--- src/rtl/vgafb_pixelfeed.sv ---
// Framebuffer fetch stage: 4-beat FML bursts into a word FIFO, serialised to RGB565 pixels.
// Optional underflow counter is enabled by defining VGAFB_UNDERFLOW_CNT_EN.
//
// state | meaning
// IDLE  | waiting for FIFO space; vga_rst flushes here
// REQ   | fml_stb high, address held until fml_ack (beat 0)
// DATA  | beats 1..3, one per cycle, no handshake
module vgafb_pixelfeed #(
    parameter int fifo_depth_log2 = 4
) (
    input  logic        sys_clk,
    input  logic        sys_rst_n,
    input  logic        vga_rst,
    input  logic [31:0] baseaddress,
    output logic        baseaddress_ack,
    input  logic [18:0] nbursts,
    output logic [31:0] fml_adr,
    output logic        fml_stb,
    input  logic        fml_ack,
    input  logic [63:0] fml_di,
    output logic [15:0] pixel,
    output logic        pixel_valid,
`ifdef VGAFB_UNDERFLOW_CNT_EN
    output logic [15:0] underflow_cnt,
`endif
    input  logic        pixel_ack
);

    localparam int L = fifo_depth_log2;
    localparam logic [L:0] DEPTH_W = {1'b1, {L{1'b0}}};
    localparam logic [L:0] BURST_W = (L+1)'(4);

    typedef enum logic [1:0] {IDLE, REQ, DATA} state_t;

    state_t      state_q, state_d;
    logic [31:0] adr_q, adr_d;
    logic        bak_q, bak_d;
    logic [18:0] bcnt_q, bcnt_d;
    logic        fs_q, fs_d;
    logic        discard_q, discard_d;
    logic [1:0]  beat_q, beat_d;
    logic        push, flush, pop, load;

    logic [63:0] mem [1<<L];
    logic [L-1:0] wr_q, rd_q;
    logic [L:0]   cnt_q, cnt_d, free_w;

    logic [63:0] sr_q, sr_d;
    logic [2:0]  pcnt_q, pcnt_d;

    // Only one burst is ever in flight and IDLE is only reached once it has landed,
    // so the 4-word reservation is already reflected in cnt_q whenever free_w is used.
    assign free_w = DEPTH_W - cnt_q;

    always_ff @(posedge sys_clk or negedge sys_rst_n) begin
        if (!sys_rst_n) begin
            state_q   <= IDLE;
            adr_q     <= '0;
            bak_q     <= 1'b0;
            bcnt_q    <= '0;
            fs_q      <= 1'b1;
            discard_q <= 1'b0;
            beat_q    <= '0;
        end else begin
            state_q   <= state_d;
            adr_q     <= adr_d;
            bak_q     <= bak_d;
            bcnt_q    <= bcnt_d;
            fs_q      <= fs_d;
            discard_q <= discard_d;
            beat_q    <= beat_d;
        end
    end

    always_comb begin
        state_d   = state_q;
        adr_d     = adr_q;
        bak_d     = 1'b0;
        bcnt_d    = bcnt_q;
        fs_d      = fs_q;
        discard_d = discard_q | vga_rst;
        beat_d    = beat_q;
        push      = 1'b0;
        flush     = vga_rst;
        case (state_q)
            IDLE: begin
                discard_d = 1'b0;
                if (!vga_rst && nbursts != 19'd0 && free_w >= BURST_W) begin
                    state_d = REQ;
                    if (fs_q) begin
                        adr_d  = baseaddress & 32'hFFFF_FFE0;
                        bak_d  = 1'b1;
                        bcnt_d = '0;
                        fs_d   = 1'b0;
                    end else begin
                        adr_d = adr_q + 32'd32;
                    end
                end
            end
            REQ: begin
                if (fml_ack) begin
                    push    = ~discard_d;
                    state_d = DATA;
                    beat_d  = 2'd1;
                end
            end
            DATA: begin
                push   = ~discard_d;
                beat_d = beat_q + 2'd1;
                if (beat_q == 2'd3) begin
                    state_d = IDLE;
                    bcnt_d  = bcnt_q + 19'd1;
                    if (bcnt_q == nbursts - 19'd1)
                        fs_d = 1'b1;
                    if (discard_d)
                        flush = 1'b1;
                end
            end
            default: state_d = IDLE;
        endcase
        if (flush)
            fs_d = 1'b1;
    end

    assign fml_stb         = (state_q == REQ);
    assign fml_adr         = adr_q;
    assign baseaddress_ack = bak_q;

    always_ff @(posedge sys_clk) begin
        if (push)
            mem[wr_q] <= fml_di;
    end

    assign load  = (pcnt_q == 3'd0) || (pixel_ack && pcnt_q == 3'd1);
    assign pop   = load && (cnt_q != '0);
    assign cnt_d = cnt_q + {{L{1'b0}}, push} - {{L{1'b0}}, pop};

    always_ff @(posedge sys_clk or negedge sys_rst_n) begin
        if (!sys_rst_n) begin
            wr_q  <= '0;
            rd_q  <= '0;
            cnt_q <= '0;
        end else if (flush) begin
            wr_q  <= '0;
            rd_q  <= '0;
            cnt_q <= '0;
        end else begin
            if (push) wr_q <= wr_q + 1'b1;
            if (pop)  rd_q <= rd_q + 1'b1;
            cnt_q <= cnt_d;
        end
    end

    always_comb begin
        sr_d   = sr_q;
        pcnt_d = pcnt_q;
        if (flush) begin
            pcnt_d = 3'd0;
        end else if (pop) begin
            sr_d   = mem[rd_q];
            pcnt_d = 3'd4;
        end else if (pixel_valid && pixel_ack) begin
            sr_d   = {sr_q[47:0], 16'h0000};
            pcnt_d = pcnt_q - 3'd1;
        end
    end

    always_ff @(posedge sys_clk or negedge sys_rst_n) begin
        if (!sys_rst_n) begin
            sr_q   <= '0;
            pcnt_q <= '0;
        end else begin
            sr_q   <= sr_d;
            pcnt_q <= pcnt_d;
        end
    end

    assign pixel       = sr_q[63:48];
    assign pixel_valid = (pcnt_q != 3'd0);

`ifdef VGAFB_UNDERFLOW_CNT_EN
    logic [15:0] ucnt_q;

    always_ff @(posedge sys_clk or negedge sys_rst_n) begin
        if (!sys_rst_n)
            ucnt_q <= '0;
        else if (vga_rst)
            ucnt_q <= '0;
        else if (pixel_ack && !pixel_valid && ucnt_q != 16'hFFFF)
            ucnt_q <= ucnt_q + 16'd1;
    end

    assign underflow_cnt = ucnt_q;
`endif

endmodule

--- config.mk ---
export PLATFORM = sky130hd
export DESIGN_NAME = vgafb_pixelfeed
export DESIGN_NICKNAME = d
export VERILOG_FILES = /design/src/rtl/vgafb_pixelfeed.sv
export SDC_FILE = /design/constraint.sdc
export NUM_CORES = 1
export LEC_CHECK = 0
export CORE_MARGIN = 2
export CORE_UTILIZATION = 30
export CTS_CLUSTER_DIAMETER = 30
export CTS_CLUSTER_SIZE = 16
export DETAILED_ROUTE_END_ITERATION = 16
export GPL_ROUTABILITY_DRIVEN = 0
export GPL_TIMING_DRIVEN = 0
export SETUP_SLACK_MARGIN = 0.3
export SLEW_MARGIN = 20
export SYNTH_ARGS = -nofsm -noshare
export SYNTH_HDL_FRONTEND = slang
export SYNTH_SLANG_ARGS = --single-unit
--- constraint.sdc ---
create_clock -name sys_clk -period 11.15 [get_ports sys_clk]
set_input_delay 1.6725 -clock sys_clk [delete_from_list [all_inputs] [get_ports sys_clk]]
set_output_delay 1.6725 -clock sys_clk [all_outputs]
set_load 0.01 [all_outputs]
==> summary.md <==
| Metric | Value |
|---|---|
| Seq cells post-synth | `1157` |
| Worst reg2reg path depth | `15` |
| CP Class | `input pin to flop` |
| CP dominant cell by count | `buf_4` |
| Port buffer count | `160` |
| Reg power frac | `0.364` |
| Crit start category | `input pin` |
| Crit. End Element | `flop` |
| Via count | `24520` |
| Area of the mapped netlist | `roughly 46000 um^2` |
| Fin util | `0.3837` |
| FP Rows | `143` |
| DRT antenna net count | `0` |
| Reg-to-Reg End | `cnt_q[4]` |
| Root Buffer | `clkbuf_16` |
| Buffers and inverters on the worst path | `6` |
| Maximum vdd drop | `0.1760 mV` |
| Post-CTS Setup Bufs | `0` |
| Leading area contributor after synthesis | `edfxtp_1` |
| Pwr dens | `242.1 nW/um^2` |
| CTS Buf Count | `190` |
| EDFF count, synth | `1024` |
| Fraction of registers with async set/reset | `0.1150` |
| TNS Setup | `0 ns` |
| Most frequent cells after synthesis | `1024 x edfxtp_1, 320 x mux4_2, 132 x dfrtp_1` |
| P&R area growth vs syn | `26.90%` |
| 1st-iter DRT viols | `2364` |
| Post-Route WL | `120.7 mm` |
| CTS H-Tree Depth | `4` |
| Worst Path Max Fanout | `9` |
| Clock Skew | `0.04616 ns` |
| CP Cell Sequence | `clkdlybuf4s50_1 > nor2_1 > nand2_1 > nor2_1 > nand2_1 > nor3_2 > buf_6 > buf_4 > buf_4 > buf_4 > buf_4` |
| Largest net degree at the start of global routing | `82` |
| Post-CTS Resized | `0` |
| Worst-path clk slew | `0.05 ns` |
| R2R setup slack | `6.94 ns` |
| Clock group share of total power | `0.415` |
| Post-synthesis cell count | `roughly 2300` |
| Max-cap viol count | `0` |
| DP HPWL | `80.05 mm` |
| Io pins | `between 150 and 200` |
| Hold_sp | `sr_q[52]` |
| Gr ovfl total | `0` |
| Drt pass-1 iters | `5` |
| Worst Max-Slew Pin Slew | `approximately 1.1 ns` |
| Hold Crit Depth | `2` |
| Min Tclk post-route | `4.624 ns` |
| Main synth FF type | `edfxtp_1` |
| Die Y | `395.5 um` |
| Max Fclk | `around 0.22 GHz` |
| Drt wl/cell | `24.54 um` |
| Clock latency on the worst-skew pair | `0.81 ns` |
| P_int | `10.04 mW` |
| Top cells by area, synth | `edfxtp_1 67%, mux4_2 16%, dfrtp_1 7.2%` |
| TritonCTS clock tree | `built` |
| GRT Total Usage | `0.1530` |
| Hold Path Class | `flop to flop` |
| Share of layout cells above drive strength 1 | `0.2836` |
| Final setup vio count | `0` |
| Sw Pwr | `4.083 mW` |
| Die width | `between 300 and 400 um` |
| Core ar. | `152100 um^2` |
| Delay-heaviest family, CP | `simple AND/OR/NAND/NOR gates` |
| Syn avg cell area | `about 20 um^2` |
| DRC Markers | `0` |
| Distinct cells, synth | `65` |
| Worst R2R Start | `cnt_q[2]` |
| Synth warn | `0` |
| Switching Fraction | `0.2890` |
| Initial antenna violation count | `18` |
| Slew HR | `0.2699` |
| Wire length of the first global-routing pass | `around 170 mm` |
| Pleak | `18.91 nW` |
| CTS sink cnt | `1157` |
| CP peak stage delay | `0.62 ns` |
| Worst hold endpoint | `sr_q[52]` |
| Die area | `156400 um^2` |
| RSZ-0062 raised after global routing | `no` |
| Most common cell in the netlist | `edfxtp_1` |
| Critical path arrival | `5.12 ns` |
| Fin. max-slew vios | `0` |
| Outcome | `complete, no violations` |
| CP Launch Point | `vga_rst` |
| Initial Util | `0.3024` |
| Via/cell ratio | `4.983` |
| Share of the synthesized area in the top cell type | `0.6687` |
| CTS Hold Bufs | `0` |
| CP max-delay cell | `nor3_2` |
| Clk buf depth | `3` |
| Nets | `between 2000 and 3000` |
| Critical Path RT | `11.64 ns` |
| Post-synthesis sequential area ratio | `0.7411` |
| Comb pwr share | `0.221` |
| Vias in the first global route | `24420` |
| Final Hold Viols | `0` |
| Final worst-path cycle share | `0.4147` |
-- worst max path at each step --
stage,endpoint,depth (start not counted)
2_1_floorplan,mem[3][0],5
3_3_place_gp,mem[1][12],6
3_5_place_dp,mem[0][12],11
4_1_cts,mem[0][12],11
5_1_grt,mem[0][13],11
6_report,mem[0][12],11
-- cells by family after synthesis --
kind of cell	synth area share
flops	0.7411
mux	0.1688
simple gates	0.03050
compound gates	0.03113
buf+inv	0.01556
xor+xnor	0.005904
fa+ha+maj	0.006966
other cells	0.00008155
-- registers in the layout (all words and copies together), names as in the netlist --
register	flops
discard_q	1
baseaddress_ack	1
beat_q	2
sr_q	64
fs_q	1
cnt_q	5
bcnt_q	19
rd_q	4
wr_q	4
mem	1024
fml_adr	27
state_q	2
pcnt_q	3
-- layer usage --
layer / GRT usage / part of all wire
met5: 0 / 0.00076
met4: 0.04223 / 0.019
met3: 0.03699 / 0.082
met2: 0.2410 / 0.47
met1: 0.2113 / 0.43
-- worst min-delay path, stage by stage, from the launching register on --
cell,delay [ns]
dfrtp_1,0.34
nand2_1,0.05
o21ai_0,0.06
-- area by class of cell --
class | count | area (um^2)
fill | 13700 | 93730
sequential | 1157 | 34080
multi-input combinational | 949 | 11320
clock buffer | 211 | 4896
timing repair buffer | 257 | 3144
tap | 2030 | 2540
clock inverter | 149 | 1633
buffer | 138 | 633.1
inverter | 27 | 101.3
antenna | 2 | 5.005
-- layout by cell type, fill, tap and decap left out, types with 10 or more instances in the layout --
master and n:
a21oi_1 52, bufinv_16 19, or4_1 13, clkdlybuf4s50_1 159
xnor2_1 13, dfrtp_1 132, or3_1 10, nor3_1 19
and3_1 11, ha_1 24, nor2_4 12, clkinv_2 30
buf_12 31, buf_4 58, o21ai_0 92, clkbuf_1 91
nor2_1 47, clkinv_4 18, buf_16 19, clkinv_1 25
buf_2 18, nor4_1 11, inv_1 26, inv_6 18
nand2_1 91, edfxtp_1 1024, nand4_1 12, o31ai_1 14
a32o_1 17, clkbuf_2 11, xor2_1 18, mux2i_1 53
clkinvlp_4 20, clkbuf_16 192, nand3_1 22, mux4_2 320
buf_1 14
-- power by group through the flow --
stage	Clock (mW)	Combinational, mW	Sequential, mW
final	5.86	3.13	5.14
after global routing	6.14	3.35	5.16
after CTS	5.94	3.17	5.14
after detailed placement	0	3.15	5.22
after global placement	0	3.11	5.23
after floorplan	0	1.98	5.17
-- metrics by stage --
step	setup WS, ns	total power [mW]	instances	hold WS [ns]	instance area (um^2)
5_1_grt	6.281	14.65	4918	0.4992	58350
2_1_floorplan	3.844	7.152	2271	0.4492	46000
3_3_place_gp	-3.431	8.338	4461	0.4655	50140
6_report	6.526	14.13	4920	0.4769	58350
3_5_place_dp	5.731	8.370	4557	0.4698	51790
4_1_cts	6.564	14.24	4917	0.4813	58320
No activity file was read; power rests on OpenSTA's default activity.
